**config.mk**
```make
export PLATFORM = sky130hd
export DESIGN_NAME = id_ex_alu_issue
export DESIGN_NICKNAME = d
export VERILOG_FILES = /design/src/rtl/alu_pkg.sv /design/src/rtl/alu_decode.sv /design/src/rtl/id_ex_alu_issue.sv
export SDC_FILE = /design/constraint.sdc
export NUM_CORES = 1
export LEC_CHECK = 0
export BUFFER_PORTS_ARGS = -buffer_cell sky130_fd_sc_hd__buf_2
export CAP_MARGIN = 5
export CORE_MARGIN = 1.5
export CORE_UTILIZATION = 52
export CTS_BUF_LIST = sky130_fd_sc_hd__clkbuf_4 sky130_fd_sc_hd__clkbuf_8 sky130_fd_sc_hd__clkbuf_16
export CTS_CLUSTER_SIZE = 25
export DETAILED_ROUTE_END_ITERATION = 10
export GPL_ROUTABILITY_DRIVEN = 0
export GPL_TIMING_DRIVEN = 0
export PLACE_DENSITY = 0.89
export SETUP_SLACK_MARGIN = 0.02
export SLEW_MARGIN = 20
export SYNTH_ARGS = -nofsm -noshare
export SYNTH_HDL_FRONTEND = slang
export SYNTH_SLANG_ARGS = --single-unit
```
**constraint.sdc**
```tcl
create_clock -name i_clk -period 8.7 [get_ports i_clk]
set_clock_uncertainty 0.1 [all_clocks]
set_input_delay 0 -clock i_clk [delete_from_list [all_inputs] [get_ports i_clk]]
set_output_delay 0 -clock i_clk [all_outputs]
set_load 0.03 [all_outputs]
```
**src/rtl/alu_pkg.sv**
```systemverilog
// ALU control codes, MIPS opcode/funct encodings and the decoded-control record
// shared by the ID/EX issue stage and its decoder.
package alu_pkg;

    localparam logic [3:0] ALU_ADD  = 4'b0000;
    localparam logic [3:0] ALU_SUB  = 4'b0001;
    localparam logic [3:0] ALU_AND  = 4'b0010;
    localparam logic [3:0] ALU_OR   = 4'b0011;
    localparam logic [3:0] ALU_XOR  = 4'b0100;
    localparam logic [3:0] ALU_NOR  = 4'b0101;
    localparam logic [3:0] ALU_SLT  = 4'b0110;
    localparam logic [3:0] ALU_SLTU = 4'b0111;
    localparam logic [3:0] ALU_LUI  = 4'b1000;
    localparam logic [3:0] ALU_SLL  = 4'b1100;
    localparam logic [3:0] ALU_SRL  = 4'b1101;
    localparam logic [3:0] ALU_SRA  = 4'b1111;

    localparam logic [5:0] OP_RTYPE = 6'b000000;
    localparam logic [5:0] OP_BEQ   = 6'b000100;
    localparam logic [5:0] OP_BNE   = 6'b000101;
    localparam logic [5:0] OP_ADDI  = 6'b001000;
    localparam logic [5:0] OP_ADDIU = 6'b001001;
    localparam logic [5:0] OP_SLTI  = 6'b001010;
    localparam logic [5:0] OP_SLTIU = 6'b001011;
    localparam logic [5:0] OP_ANDI  = 6'b001100;
    localparam logic [5:0] OP_ORI   = 6'b001101;
    localparam logic [5:0] OP_XORI  = 6'b001110;
    localparam logic [5:0] OP_LUI   = 6'b001111;
    localparam logic [5:0] OP_LW    = 6'b100011;
    localparam logic [5:0] OP_SW    = 6'b101011;

    localparam logic [5:0] FN_SLL  = 6'b000000;
    localparam logic [5:0] FN_SRL  = 6'b000010;
    localparam logic [5:0] FN_SRA  = 6'b000011;
    localparam logic [5:0] FN_SLLV = 6'b000100;
    localparam logic [5:0] FN_SRLV = 6'b000110;
    localparam logic [5:0] FN_SRAV = 6'b000111;
    localparam logic [5:0] FN_ADD  = 6'b100000;
    localparam logic [5:0] FN_ADDU = 6'b100001;
    localparam logic [5:0] FN_SUB  = 6'b100010;
    localparam logic [5:0] FN_SUBU = 6'b100011;
    localparam logic [5:0] FN_AND  = 6'b100100;
    localparam logic [5:0] FN_OR   = 6'b100101;
    localparam logic [5:0] FN_XOR  = 6'b100110;
    localparam logic [5:0] FN_NOR  = 6'b100111;
    localparam logic [5:0] FN_SLT  = 6'b101010;
    localparam logic [5:0] FN_SLTU = 6'b101011;

    typedef struct packed {
        logic [3:0] aluc;
        logic       imm_sel;
        logic       shamt_sel;
        logic       wen;
        logic       illegal;
    } dec_t;

endpackage

```
**src/rtl/alu_decode.sv**
```systemverilog
// Combinational decode of opcode/funct into ALU code, operand-source selects,
// extended immediate, writeback index/enable and an unsupported-instruction flag.
module alu_decode
    import alu_pkg::*;
#(
    parameter int DW = 32,
    parameter int AW = 5
) (
    input  logic [5:0]    i_op,
    input  logic [5:0]    i_funct,
    input  logic [15:0]   i_imm,
    input  logic [AW-1:0] i_rt,
    input  logic [AW-1:0] i_rd,
    output dec_t          o_ctrl,
    output logic [DW-1:0] o_imm_ext,
    output logic [AW-1:0] o_wa
);

    logic          legal_s;
    logic          sign_ext_s;
    logic          wen_s;
    logic [AW-1:0] wa_s;
    dec_t          ctrl_s;

    // Opcode/funct table; anything not listed is flagged illegal.
    always_comb begin
        ctrl_s     = '0;
        ctrl_s.aluc = ALU_ADD;
        legal_s    = 1'b1;
        sign_ext_s = 1'b0;
        wen_s      = 1'b1;
        wa_s       = i_rt;
        case (i_op)
            OP_RTYPE: begin
                wa_s = i_rd;
                case (i_funct)
                    FN_ADD, FN_ADDU: ctrl_s.aluc = ALU_ADD;
                    FN_SUB, FN_SUBU: ctrl_s.aluc = ALU_SUB;
                    FN_AND:          ctrl_s.aluc = ALU_AND;
                    FN_OR:           ctrl_s.aluc = ALU_OR;
                    FN_XOR:          ctrl_s.aluc = ALU_XOR;
                    FN_NOR:          ctrl_s.aluc = ALU_NOR;
                    FN_SLT:          ctrl_s.aluc = ALU_SLT;
                    FN_SLTU:         ctrl_s.aluc = ALU_SLTU;
                    FN_SLL: begin ctrl_s.aluc = ALU_SLL; ctrl_s.shamt_sel = 1'b1; end
                    FN_SRL: begin ctrl_s.aluc = ALU_SRL; ctrl_s.shamt_sel = 1'b1; end
                    FN_SRA: begin ctrl_s.aluc = ALU_SRA; ctrl_s.shamt_sel = 1'b1; end
                    FN_SLLV:         ctrl_s.aluc = ALU_SLL;
                    FN_SRLV:         ctrl_s.aluc = ALU_SRL;
                    FN_SRAV:         ctrl_s.aluc = ALU_SRA;
                    default:         legal_s = 1'b0;
                endcase
            end
            OP_ADDI, OP_ADDIU, OP_LW: begin
                ctrl_s.imm_sel = 1'b1;
                sign_ext_s     = 1'b1;
            end
            OP_SLTI: begin
                ctrl_s.aluc    = ALU_SLT;
                ctrl_s.imm_sel = 1'b1;
                sign_ext_s     = 1'b1;
            end
            OP_SLTIU: begin
                ctrl_s.aluc    = ALU_SLTU;
                ctrl_s.imm_sel = 1'b1;
                sign_ext_s     = 1'b1;
            end
            OP_ANDI: begin ctrl_s.aluc = ALU_AND; ctrl_s.imm_sel = 1'b1; end
            OP_ORI:  begin ctrl_s.aluc = ALU_OR;  ctrl_s.imm_sel = 1'b1; end
            OP_XORI: begin ctrl_s.aluc = ALU_XOR; ctrl_s.imm_sel = 1'b1; end
            OP_LUI:  begin ctrl_s.aluc = ALU_LUI; ctrl_s.imm_sel = 1'b1; end
            OP_SW: begin
                ctrl_s.imm_sel = 1'b1;
                sign_ext_s     = 1'b1;
                wen_s          = 1'b0;
            end
            OP_BEQ, OP_BNE: begin
                ctrl_s.aluc = ALU_SUB;
                wen_s       = 1'b0;
            end
            default: legal_s = 1'b0;
        endcase
        ctrl_s.wen     = wen_s && legal_s && (wa_s != '0);
        ctrl_s.illegal = ~legal_s;
    end

    assign o_ctrl    = ctrl_s;
    assign o_wa      = wa_s;
    assign o_imm_ext = sign_ext_s ? {{(DW-16){i_imm[15]}}, i_imm}
                                  : {{(DW-16){1'b0}}, i_imm};

endmodule

```
**src/rtl/id_ex_alu_issue.sv**
```systemverilog
// ID/EX boundary: decodes the ID instruction, registers its operand sources and
// control into EX, then forwards MEM/WB results into the ALU operands.
module id_ex_alu_issue
    import alu_pkg::*;
#(
    parameter int DW = 32,
    parameter int AW = 5
) (
    input  logic          i_clk,
    input  logic          i_rst,
    input  logic          i_valid,
    input  logic          i_stall,
    input  logic          i_flush,
    input  logic [5:0]    i_op,
    input  logic [5:0]    i_funct,
    input  logic [4:0]    i_shamt,
    input  logic [15:0]   i_imm,
    input  logic [AW-1:0] i_rs,
    input  logic [AW-1:0] i_rt,
    input  logic [AW-1:0] i_rd,
    input  logic [DW-1:0] i_rs_val,
    input  logic [DW-1:0] i_rt_val,
    input  logic          i_mem_wen,
    input  logic [AW-1:0] i_mem_wa,
    input  logic [DW-1:0] i_mem_data,
    input  logic          i_wb_wen,
    input  logic [AW-1:0] i_wb_wa,
    input  logic [DW-1:0] i_wb_data,
    output logic          o_valid,
    output logic [DW-1:0] o_r,
    output logic [DW-1:0] o_s,
    output logic [3:0]    o_aluc,
    output logic          o_wen,
    output logic [AW-1:0] o_wa,
    output logic [DW-1:0] o_store_data,
    output logic          o_illegal
);

    // An all-zero record is a bubble: aluc=ADD and index 0 never forwards.
    typedef struct packed {
        logic          valid;
        logic [3:0]    aluc;
        logic          wen;
        logic [AW-1:0] wa;
        logic [AW-1:0] rs;
        logic [AW-1:0] rt;
        logic [DW-1:0] rs_val;
        logic [DW-1:0] rt_val;
        logic [4:0]    shamt;
        logic [DW-1:0] imm;
        logic          imm_sel;
        logic          shamt_sel;
    } ex_t;

    dec_t          dec_s;
    logic [DW-1:0] imm_ext_s;
    logic [AW-1:0] dec_wa_s;
    ex_t           ex_q, ex_d;
    logic          illegal_q, illegal_d;
    logic [DW-1:0] rs_fwd_s, rt_fwd_s;

    function automatic logic [DW-1:0] fwd_pick(
        input logic [AW-1:0] idx,
        input logic [DW-1:0] rf_val,
        input logic          mem_wen,
        input logic [AW-1:0] mem_wa,
        input logic [DW-1:0] mem_data,
        input logic          wb_wen,
        input logic [AW-1:0] wb_wa,
        input logic [DW-1:0] wb_data
    );
        logic [DW-1:0] val;
        if (idx != '0 && mem_wen && mem_wa == idx) begin
            val = mem_data;
        end else if (idx != '0 && wb_wen && wb_wa == idx) begin
            val = wb_data;
        end else begin
            val = rf_val;
        end
        return val;
    endfunction

    alu_decode #(.DW(DW), .AW(AW)) u_decode (
        .i_op      (i_op),
        .i_funct   (i_funct),
        .i_imm     (i_imm),
        .i_rt      (i_rt),
        .i_rd      (i_rd),
        .o_ctrl    (dec_s),
        .o_imm_ext (imm_ext_s),
        .o_wa      (dec_wa_s)
    );

    // Next EX contents: flush beats stall beats load; illegal or idle ID loads a bubble.
    always_comb begin
        ex_d      = ex_q;
        illegal_d = illegal_q;
        if (i_flush) begin
            ex_d      = '0;
            illegal_d = 1'b0;
        end else if (i_stall) begin
            ex_d      = ex_q;
            illegal_d = illegal_q;
        end else if (i_valid && !dec_s.illegal) begin
            ex_d.valid     = 1'b1;
            ex_d.aluc      = dec_s.aluc;
            ex_d.wen       = dec_s.wen;
            ex_d.wa        = dec_wa_s;
            ex_d.rs        = i_rs;
            ex_d.rt        = i_rt;
            ex_d.rs_val    = i_rs_val;
            ex_d.rt_val    = i_rt_val;
            ex_d.shamt     = i_shamt;
            ex_d.imm       = imm_ext_s;
            ex_d.imm_sel   = dec_s.imm_sel;
            ex_d.shamt_sel = dec_s.shamt_sel;
            illegal_d      = 1'b0;
        end else begin
            ex_d      = '0;
            illegal_d = i_valid && dec_s.illegal;
        end
    end

    // EX pipeline register.
    always_ff @(posedge i_clk or posedge i_rst) begin
        if (i_rst) begin
            ex_q      <= '0;
            illegal_q <= 1'b0;
        end else begin
            ex_q      <= ex_d;
            illegal_q <= illegal_d;
        end
    end

    // Forwarding is re-evaluated every cycle, including while EX is stalled.
    always_comb begin
        rs_fwd_s = fwd_pick(ex_q.rs, ex_q.rs_val, i_mem_wen, i_mem_wa, i_mem_data,
                            i_wb_wen, i_wb_wa, i_wb_data);
        rt_fwd_s = fwd_pick(ex_q.rt, ex_q.rt_val, i_mem_wen, i_mem_wa, i_mem_data,
                            i_wb_wen, i_wb_wa, i_wb_data);
    end

    assign o_r          = ex_q.shamt_sel ? {{(DW-5){1'b0}}, ex_q.shamt} : rs_fwd_s;
    assign o_s          = ex_q.imm_sel ? ex_q.imm : rt_fwd_s;
    assign o_store_data = rt_fwd_s;
    assign o_valid      = ex_q.valid;
    assign o_aluc       = ex_q.aluc;
    assign o_wen        = ex_q.wen;
    assign o_wa         = ex_q.wa;
    assign o_illegal    = illegal_q;

endmodule
```
==> impl_metrics.py, run 1 <==
metrics = {
    "outcome": {
        "outcome": "finished clean",
    },
    "logic_synthesis": {
        "synth_top_family_by_area": "compound AO/OA/AOI/OAI gates",
        "synth_commonest_cells": "dfrtp_1 (110), a22o_1 (101), nor2_1 (67)",
        "synth-compound-area-share_pct": 30.6,
        "syn_area_per_cell_um2": 9.61,
        "muxShareOfSynthArea_pct": 4.92,
        "synth_fa_ha_area_share_pct": 0,
        "syn-num-nets": 884,
        "syn_area_um2": 6640,
        "ys_ff_latch": 110,
        "synth_top_area_share_pct": 41.5,
        "synth.most_common_cell": "dfrtp_1",
        "ys_types": 47,
        "ys_warn_count": 0,
        "synth-simple-area-share_pct": 14.4,
        "syn_inst": 691,
        "synthTopCellsByArea": "dfrtp_1 (41%), a22o_1 (13%), o31ai_1 (4.2%), mux2i_1 (4.1%), nor2_1 (3.8%)",
        "synthFlopType": "dfrtp_1",
        "synth_top_area_cell": "dfrtp_1",
        "synth-edff-count": 0,
        "synth_xor_area_share_pct": 2.64,
        "async_reset_ff_share_pct": 100,
        "yosysSeqAreaShare_pct": 41.5,
    },
    "floorplanning": {
        "die_w_um": 116,
        "rows": 41,
        "coreArea_um2": 12500,
        "io_pins": 301,
        "die_y_um": 116,
        "start_util_pct": 53.0,
        "die_area_um2": 13500,
    },
    "drt": {
        "drtIter0Drc": 740,
        "wl_per_cell_um": 21.6,
        "final_antenna_net_count": 0,
        "vias_per_cell": 6.28,
        "wl_um": 27800,
        "vias": 8085,
        "first_pass_iters": 5,
        "drc": 0,
    },
    "layout": {
        "layout.nets": 1301,
        "instances_no_fill": 1287,
        "drive_above_1_share_pct": 32.1,
        "final_cell_area_um2": 9810,
        "syn2layout_area_growth_pct": 47.7,
        "final_core_util_pct": 78.3,
    },
    "cts": {
        "clockRootBuffer": "clkbuf_16",
        "numCtsBuffers": 9,
        "clock_latency_ns": 0.35,
        "clockBufferDepth": 2,
        "cts_setup_buffers": 0,
        "cts_sinks": 110,
        "htreeDepth": 3,
        "cts.clk_slew.worst_paths_ns": 0.08,
        "cts_tree": "built",
    },
    "pwr": {
        "design_power_total_mw": 1.21,
        "pwr-share-comb_pct": 16.9,
        "switching_share_pct": 25.9,
        "power_density_nw_per_um2": 123,
        "p_int_uw": 894,
        "p_clk_share_pct": 39.9,
        "power_frac_seq_pct": 43.2,
        "switchingPower_uw": 312,
        "ir_worst_vdd_mv": 0.0995,
        "leakage_nw": 4.81,
    },
    "worst_setup_path": {
        "path_class": "flop to primary output",
        "r2r_cells": 2,
        "regToRegSetupSlack_ns": 7.31,
        "worstPathRequired_ns": 8.60,
        "crit_fanout": 10,
        "critPathCaptureType": "primary output",
        "rr_startpoint": "o_illegal$_DFFE_PP0P_",
        "timing.rr.end": "o_illegal$_DFFE_PP0P_",
        "critPathArrivalTime_ns": 3.42,
        "critPathLaunchType": "flop",
    },
    "place": {
        "dp.cells": 1161,
        "place_ws_ns": 5.64,
        "dp_hpwl_um": 18700,
        "placed_area_um2": 8370,
        "portBuffers": 297,
    },
    "sta": {
        "finalCritPeriodShare_pct": 40.4,
        "holdWs_ns": 0.0348,
        "fin_tns_setup_ns": 0,
        "rsz0062_at_grt": "no",
        "drv_slew": 0,
        "hold_violations": 0,
        "timing.final.ws_setup_ns": 5.18,
        "min_period_ns": 3.52,
        "fmax_ghz": 0.284,
        "setup_viol": 0,
        "relSlewSlack_pct": 34.6,
        "tightest_slew_ns": 0.973,
    },
    "flow_run": {
        "maxCapViolCount": 0,
    },
    "global_route": {
        "antenna_found_initial": 2,
        "grt_pass1_wl_um": 40900,
        "grt_pass1_vias": 7934,
        "overflow": 0,
        "grt.total_usage_pct": 40.3,
        "grt_max_degree": 74,
    },
    "hold_path": {
        "worstHoldStart": "i_op[1]",
        "holdCritPathClass": "input pin to flop",
        "hold_depth": 5,
        "hold_end": "o_aluc[1]$_DFFE_PP0P_",
    },
}
-- routing by layer --
layer	share of wire (%)	track usage, %	vias up
li1	-	-	3459
met3	9.9	8.53	149
met2	48	67.4	644
met5	0	0	-
met4	5.9	25.9	0
met1	36	47.1	3833
-- how the worst max path moves through the flow --
stage | startpoint | end | slack (ns) | depth (start not counted)
CTS | ex_q[112]$_DFFE_PP0P_ | o_r[23] | 5.22 | 8
global placement | i_rst | ex_q[45]$_DFFE_PP0P_ | 4.47 | 2
detailed placement | ex_q[112]$_DFFE_PP0P_ | o_r[23] | 5.64 | 8
floorplan | i_rst | ex_q[0]$_DFFE_PP0P_ | 5.70 | 1
finish | ex_q[112]$_DFFE_PP0P_ | o_r[23] | 5.18 | 8
global route | ex_q[112]$_DFFE_PP0P_ | o_r[20] | 5.07 | 8
-- cells in the final DEF, fill, tap and decap left out, types with 4 or more instances in the layout --
| master | synthesis | routed |
|---|---|---|
| a21oi_1 | 9 | 9 |
| a221oi_1 | 21 | 21 |
| a22o_1 | 101 | 101 |
| a31oi_1 | 33 | 33 |
| a32o_1 | 4 | 4 |
| and2_1 | 18 | 18 |
| and3_1 | 7 | 7 |
| buf_2 | 12 | 309 |
| buf_4 | 10 | 10 |
| buf_6 | 7 | 7 |
| clkbuf_1 | 38 | 38 |
| clkbuf_16 | 0 | 9 |
| dfrtp_1 | 110 | 110 |
| dlygate4sd3_1 | 0 | 108 |
| inv_1 | 5 | 4 |
| mux2_2 | 5 | 5 |
| mux2i_1 | 27 | 27 |
| nand2_1 | 52 | 52 |
| nand2b_1 | 21 | 21 |
| nand3_1 | 4 | 4 |
| nor2_1 | 67 | 67 |
| nor2b_1 | 5 | 5 |
| nor3_1 | 6 | 6 |
| o21ai_0 | 10 | 10 |
| o2bb2ai_1 | 27 | 27 |
| o31ai_1 | 37 | 37 |
| or2_2 | 5 | 5 |
| xnor2_1 | 15 | 15 |
| xor2_1 | 5 | 5 |
-- what timing repair did --
action,in CTS,in global routing
gates resized for setup,0,0
hold buffers,108,0
endpoints found under the hold margin,219,0
-- power by group through the flow --
stage | Sequential, mW | Combinational (mW) | Clock [mW]
floorplan | 0.531 | 0.0731 | 0
global placement | 0.531 | 0.153 | 0
detailed placement | 0.531 | 0.158 | 0
CTS | 0.521 | 0.196 | 0.482
global route | 0.522 | 0.216 | 0.500
finish | 0.521 | 0.204 | 0.481
-- worst max-delay path, cell delays in order (launching register included) --
cell and delay [ns]:
dfrtp_1 0.46, xnor2_1 0.21, nand4_1 0.14, or3_1 0.39, clkbuf_1 0.22, nor2_1 0.72
clkbuf_1 0.50, o2bb2ai_1 0.20, buf_2 0.23
-- layout make-up --
class	count	area, um^2
inverter	5	23.8
buffer	70	379
multi-input combinational	506	3490
clock inverter	7	121
fill	844	2710
clock buffer	9	225
tap	172	215
sequential	110	2750
timing repair buffer	406	2590
antenna	2	5.00
-- registers in the layout, summed over array words and instances, names as in the netlist --
name,count
o_aluc,4
o_illegal,1
o_wa,5
o_valid,1
ex_q,98
o_wen,1
-- logic make-up (layout without fill, tap and decap cells) --
group | Yosys count | count (layout)
AO/OA/AOI/OAI | 254 | 254
AND/OR/NAND/NOR | 200 | 200
flip-flops | 110 | 110
buffers and inverters | 75 | 497
multiplexers | 32 | 32
XOR/XNOR | 20 | 20
other | 0 | 2
Note: power is estimated with default switching activity, not from simulation.
==> run 2, diff against run 1 <==
Settings changed: CORE_UTILIZATION 52 to 43, PLACE_DENSITY 0.89 to 0.79.
Clock period 8.7 ns to 2.95 ns, I/O delays scaled along.
==> run 2 against run 1 <==
Compared with the run above:
- global-route usage fell by 6.7 points
- largest cell class unchanged
- non-clock buffer count is 5 higher
- total power rose to 2.8 times the previous value
- largest power group unchanged
- wire length hardly changed
==> impl_metrics.py, run 2 (synthesized netlist as in run 1, its figures left out) <==
metrics = {
    "layout": {
        "largest-register": "ex_q",
        "final_common_cell": "buf_2",
        "diodes": 0,
        "layout.nets": 1306,
        "multiInputGateArea_um2": 3680,
        "syn2layout_area_growth_pct": 52.4,
        "drive_above_1_share_pct": 35.9,
        "final_cell_area_um2": 10100,
        "instances_no_fill": 1305,
        "largest_reg_flops": 98,
        "nFillCells": 1205,
        "seq_area_um2": 2750,
        "layout_common_cells": "buf_2 (301), dfrtp_1 (110), dlygate4sd3_1 (108)",
    },
    "pwr": {
        "power_density_nw_per_um2": 339,
        "leakage_nw": 4.95,
        "ir_worst_vdd_mv": 0.262,
        "design_power_total_mw": 3.43,
    },
    "outcome": {
        "outcome": "finished clean",
    },
    "worst_setup_path": {
        "r2r_cells": 2,
        "regToRegSetupSlack_ns": 1.52,
        "crit_fanout": 10,
        "worstPathRequired_ns": 2.85,
        "critPathLaunchType": "flop",
        "critPathCaptureType": "primary output",
        "critPathArrivalTime_ns": 2.79,
        "timing.rr.end": "ex_q[1]$_DFFE_PP0P_",
        "rr_startpoint": "ex_q[1]$_DFFE_PP0P_",
        "path_class": "flop to primary output",
    },
    "sta": {
        "hold_violations": 0,
        "fin_tns_setup_ns": 0,
        "drv_slew": 0,
        "finalCritPeriodShare_pct": 98.1,
        "rsz0062_at_grt": "yes",
        "fmax_ghz": 0.346,
        "tightest_slew_ns": 0.762,
        "timing.final.ws_setup_ns": 0.0571,
        "relSlewSlack_pct": 49.1,
        "setup_viol": 0,
        "min_period_ns": 2.89,
    },
    "cts": {
        "cts_tree": "built",
        "numCtsBuffers": 9,
        "clockRootBuffer": "clkbuf_16",
        "cts.clk_slew.worst_paths_ns": 0.07,
        "htreeDepth": 3,
        "clockBufferDepth": 2,
        "cts_sinks": 110,
        "clock_latency_ns": 0.35,
    },
    "global_route": {
        "grt_pass1_wl_um": 42000,
        "grt_max_degree": 35,
        "antenna_found_initial": 1,
        "grt_pass1_vias": 7721,
        "grt.total_usage_pct": 33.6,
        "overflow": 0,
    },
    "hold_path": {
        "holdCritPathClass": "input pin to flop",
        "worstHoldStart": "i_funct[2]",
        "hold_depth": 3,
        "hold_end": "ex_q[0]$_DFFE_PP0P_",
    },
    "floorplanning": {
        "die_w_um": 127,
        "start_util_pct": 43.8,
        "die_area_um2": 16200,
        "coreArea_um2": 15100,
        "rows": 45,
        "die_y_um": 127,
        "io_pins": 301,
    },
    "place": {
        "dp.cells": 1179,
        "place_ws_ns": -0.0697,
        "portBuffers": 297,
        "placed_area_um2": 8440,
        "dp_hpwl_um": 19400,
    },
    "drt": {
        "wl_per_cell_um": 21.3,
        "drtIter0Drc": 614,
        "vias": 7877,
        "drc": 0,
        "final_antenna_net_count": 0,
        "first_pass_iters": 7,
        "vias_per_cell": 6.04,
        "wl_um": 27800,
    },
    "flow_run": {
        "maxCapViolCount": 0,
    },
}
==> run 2: changes by cell type in the layout (fill, tap and decap cells not counted), sizes merged <==
| cell | before | now |
|---|---|---|
| inv | 6 | 5 |
| clkinvlp | 3 | 2 |
| clkinv | 0 | 1 |
| buf | 330 | 335 |
| diode | 2 | 0 |
| bufinv | 3 | 1 |
| clkbuf | 47 | 49 |
==> run 2: timing repair <==
| action | 4_1_cts | 5_1_grt |
|---|---|---|
| pin swaps | 1 | 4 |
| endpoints found under the setup margin | 77 | 71 |
| hold endpoints to repair | 136 | 0 |
| buffers inserted | 0 | 7 |
| gates resized for setup | 38 | 28 |
| hold buffers | 108 | 0 |
==> run 2: power by group <==
part           total [mW]  leakage (nW)  switching [mW]  internal (mW)
clock                1.28         0.148           0.570          0.706
sequential           1.54          1.53          0.0143           1.52
combinational       0.615          3.27           0.326          0.289
==> run 2: per-stage QoR <==
stage          hold WS [ns]  utilization (%)
2_1_floorplan        0.0327                -
3_3_place_gp          0.116             55.2
3_5_place_dp         0.0577             55.7
4_1_cts             0.00714             65.6
5_1_grt              0.0341             66.8
6_report             0.0133             66.8
==> run 2: area by class of cell <==
cell class / count / area share (%)
sequential: 110 / 27.2
multi-input combinational: 506 / 36.3
clock inverter: 4 / 0.544
clock buffer: 11 / 2.50
tap: 188 / 2.32
timing repair buffer: 415 / 26.6
inverter: 5 / 0.223
buffer: 66 / 4.27
==> run 2: critical path: stages, from the launching register on <==
cell and delay (ns):
dfrtp_1 0.45, or4_4 0.59, a21oi_4 0.20, or3_4 0.19
buf_6 0.18, buf_4 0.20, nand2_1 0.16, a31oi_4 0.23
clkbuf_4 0.22
==> run 2: how the worst max path moves through the flow <==
stage | start | to | slack, ns | cells after the start
final | ex_q[107]$_DFFE_PP0P_ | o_store_data[7] | 0.06 | 8
after global routing | ex_q[107]$_DFFE_PP0P_ | o_s[6] | -0.01 | 8
after CTS | ex_q[107]$_DFFE_PP0P_ | o_s[22] | 0.006 | 7
after detailed placement | ex_q[107]$_DFFE_PP0P_ | o_store_data[7] | -0.07 | 9
after global placement | ex_q[112]$_DFFE_PP0P_ | o_r[25] | -0.19 | 8
after floorplan | ex_q[107]$_DFFE_PP0P_ | o_s[29] | 0.29 | 7
==> run 2: per-layer routing <==
| layer | share of wire (%) | track usage [%] | vias to the layer above | routed length [um] |
|---|---|---|---|---|
| met3 | 7.7 | 7.83 | 84 | 2140 |
| met4 | 3.5 | 14.2 | 2 | 962 |
| li1 | - | - | 3468 | - |
| met1 | 40 | 40.7 | 3836 | 11000 |
| met5 | 0.043 | 0 | - | 12 |
| met2 | 49 | 57.5 | 487 | 13600 |
==> run 3, diff against run 2 <==
Settings changed: CELL_PAD_IN_SITES_DETAIL_PLACEMENT set to 0, CELL_PAD_IN_SITES_GLOBAL_PLACEMENT set to 2, CORE_UTILIZATION 43 to 25, PLACE_DENSITY 0.79 to 0.83.
==> run 3 against run 2 <==
Compared with the run above:
- via count is 6.5% lower
- combinational power is 0.7% higher
- register-to-register slack better by 0.05 ns
- sequential share of layout area is 0.43 points lower
- clock-buffer cell count stayed put
- setup slack worse by 0.0015 ns
- sequential power hardly changed
- worst hold slack better by 0.025 ns
- final cell count is 11% higher
- flip-flop and latch count stayed put
- wire length is 10% higher
- cell area is 1.6% higher
- largest power group unchanged
==> impl_metrics.py, run 3 (synthesized netlist as in run 1, its figures left out) <==
metrics = {
    "layout": {
        "syn2layout_area_growth_pct": 54.9,
        "drive_above_1_share_pct": 36.1,
        "layout.nets": 1303,
        "diodes": 0,
        "instances_no_fill": 1450,
        "largest_reg_flops": 98,
        "layout_common_cells": "buf_2 (292), dfrtp_1 (110), dlygate4sd3_1 (107)",
        "final_common_cell": "buf_2",
        "largest-register": "ex_q",
    },
    "hold_path": {
        "holdCritPathClass": "input pin to flop",
        "hold_depth": 3,
        "worstHoldStart": "i_funct[2]",
        "hold_end": "ex_q[0]$_DFFE_PP0P_",
    },
    "worst_setup_path": {
        "critPathArrivalTime_ns": 2.79,
        "r2r_cells": 2,
        "rr_startpoint": "o_illegal$_DFFE_PP0P_",
        "path_class": "flop to primary output",
        "regToRegSetupSlack_ns": 1.57,
        "critPathCaptureType": "primary output",
        "worstPathRequired_ns": 2.85,
        "crit_fanout": 10,
        "timing.rr.end": "o_illegal$_DFFE_PP0P_",
        "critPathLaunchType": "flop",
    },
    "global_route": {
        "grt.busiest_layer": "met2",
        "grt_pass1_vias": 7530,
        "overflow": 0,
        "antenna_found_initial": 1,
        "gr-usage-met3_pct": 4.29,
        "use_met2_pct": 37.4,
        "grt_pass1_wl_um": 46100,
        "grt_max_degree": 32,
        "grt.total_usage_pct": 21.8,
        "use_met1_pct": 27.1,
    },
    "cts": {
        "cts_tree": "built",
        "clock_latency_ns": 0.36,
        "numCtsBuffers": 9,
        "cts_sinks": 110,
        "htreeDepth": 3,
        "cts.clk_slew.worst_paths_ns": 0.08,
        "clockBufferDepth": 2,
        "clockRootBuffer": "clkbuf_16",
    },
    "pwr": {
        "pwr-share-comb_pct": 18.2,
        "leakage_nw": 4.93,
        "power_frac_seq_pct": 45.3,
        "switching_share_pct": 28.0,
        "power_density_nw_per_um2": 330,
        "ir_worst_vdd_mv": 0.261,
        "p_int_mw": 2.44,
        "p_clk_share_pct": 36.4,
        "switchingPower_uw": 951,
    },
    "floorplanning": {
        "die_area_um2": 27500,
        "coreArea_um2": 26100,
        "die_y_um": 166,
        "io_pins": 301,
        "start_util_pct": 25.5,
        "rows": 59,
        "die_w_um": 166,
    },
    "drt": {
        "drc": 0,
        "drtIter0Drc": 461,
        "vias_per_cell": 5.08,
        "wl_um": 30700,
        "wl_per_cell_um": 21.1,
        "first_pass_iters": 5,
        "vias": 7368,
        "final_antenna_net_count": 0,
    },
    "sta": {
        "finalCritPeriodShare_pct": 98.1,
        "rsz0062_at_grt": "yes",
        "fmax_ghz": 0.345,
        "setup_viol": 0,
        "drv_slew": 0,
        "relSlewSlack_pct": 49.3,
        "fin_tns_setup_ns": 0,
        "tightest_slew_ns": 0.760,
        "hold_violations": 0,
        "min_period_ns": 2.89,
    },
    "outcome": {
        "outcome": "finished clean",
    },
    "place": {
        "dp.cells": 1326,
        "dp_hpwl_um": 23900,
        "portBuffers": 297,
    },
    "flow_run": {
        "maxCapViolCount": 0,
    },
}
## run 3: stage by stage
step	hold slack (ns)	setup slack [ns]	instance area, um^2	total power [mW]	utilization, %
finish	0.0381	0.0556	10300	3.39	39.5
global route	0.0566	0.000346	10300	3.54	39.5
CTS	0.0289	0.0258	10200	3.42	39.2
detailed placement	0.0505	-0.399	8610	2.06	33.0
global placement	0.117	-0.397	8550	2.04	32.8
floorplan	0.0327	0.295	6640	1.78	-
## run 3: power by group through the flow
| stage | registers, mW | clock network [mW] | logic (mW) |
|---|---|---|---|
| after floorplan | 1.57 | 0 | 0.216 |
| after global placement | 1.57 | 0 | 0.477 |
| after detailed placement | 1.57 | 0 | 0.489 |
| after CTS | 1.54 | 1.27 | 0.616 |
| after global routing | 1.54 | 1.33 | 0.666 |
| final | 1.54 | 1.24 | 0.619 |
## run 3: worst max-delay path, cell delays in order (launching register included)
cell and delay, ns:
dfrtp_1 0.45, or4_4 0.58, o211ai_1 0.32, buf_4 0.19, nor2_4 0.07, clkbuf_8 0.21
a221oi_2 0.25, o31ai_1 0.14, buf_2 0.22
## run 3: area by class of cell
type | instances | area [um^2]
sequential | 110 | 2750
multi-input combinational | 506 | 3680
timing repair buffer | 412 | 2690
tap | 335 | 419
clock inverter | 5 | 38.8
clock buffer | 11 | 253
buffer | 66 | 432
inverter | 5 | 22.5
fill | 2671 | 15800
## run 3: repair_timing
| item | CTS | global route |
|---|---|---|
| hold endpoints to repair | 132 | 0 |
| setup endpoints to repair | 88 | 45 |
| gates resized for setup | 59 | 27 |
| hold buffers | 107 | 0 |
| pin swaps | 3 | 5 |
| buffers inserted | 5 | 0 |
## run 3: routing by layer
layer,vias to the layer above,part of all wire (%)
met5,-,0.042
met4,2,2.5
met3,44,6.0
met2,262,49
met1,3600,42
li1,3460,-
## run 3: worst max-delay path by stage
stage | start | endpoint | slack, ns | depth (start not counted)
3_5_place_dp | ex_q[112]$_DFFE_PP0P_ | o_r[22] | -0.40 | 8
6_report | ex_q[107]$_DFFE_PP0P_ | o_s[21] | 0.06 | 8
2_1_floorplan | ex_q[107]$_DFFE_PP0P_ | o_s[29] | 0.29 | 7
3_3_place_gp | ex_q[112]$_DFFE_PP0P_ | o_r[22] | -0.40 | 8
4_1_cts | ex_q[112]$_DFFE_PP0P_ | o_r[22] | 0.03 | 7
5_1_grt | ex_q[107]$_DFFE_PP0P_ | o_s[26] | 0.0003 | 8
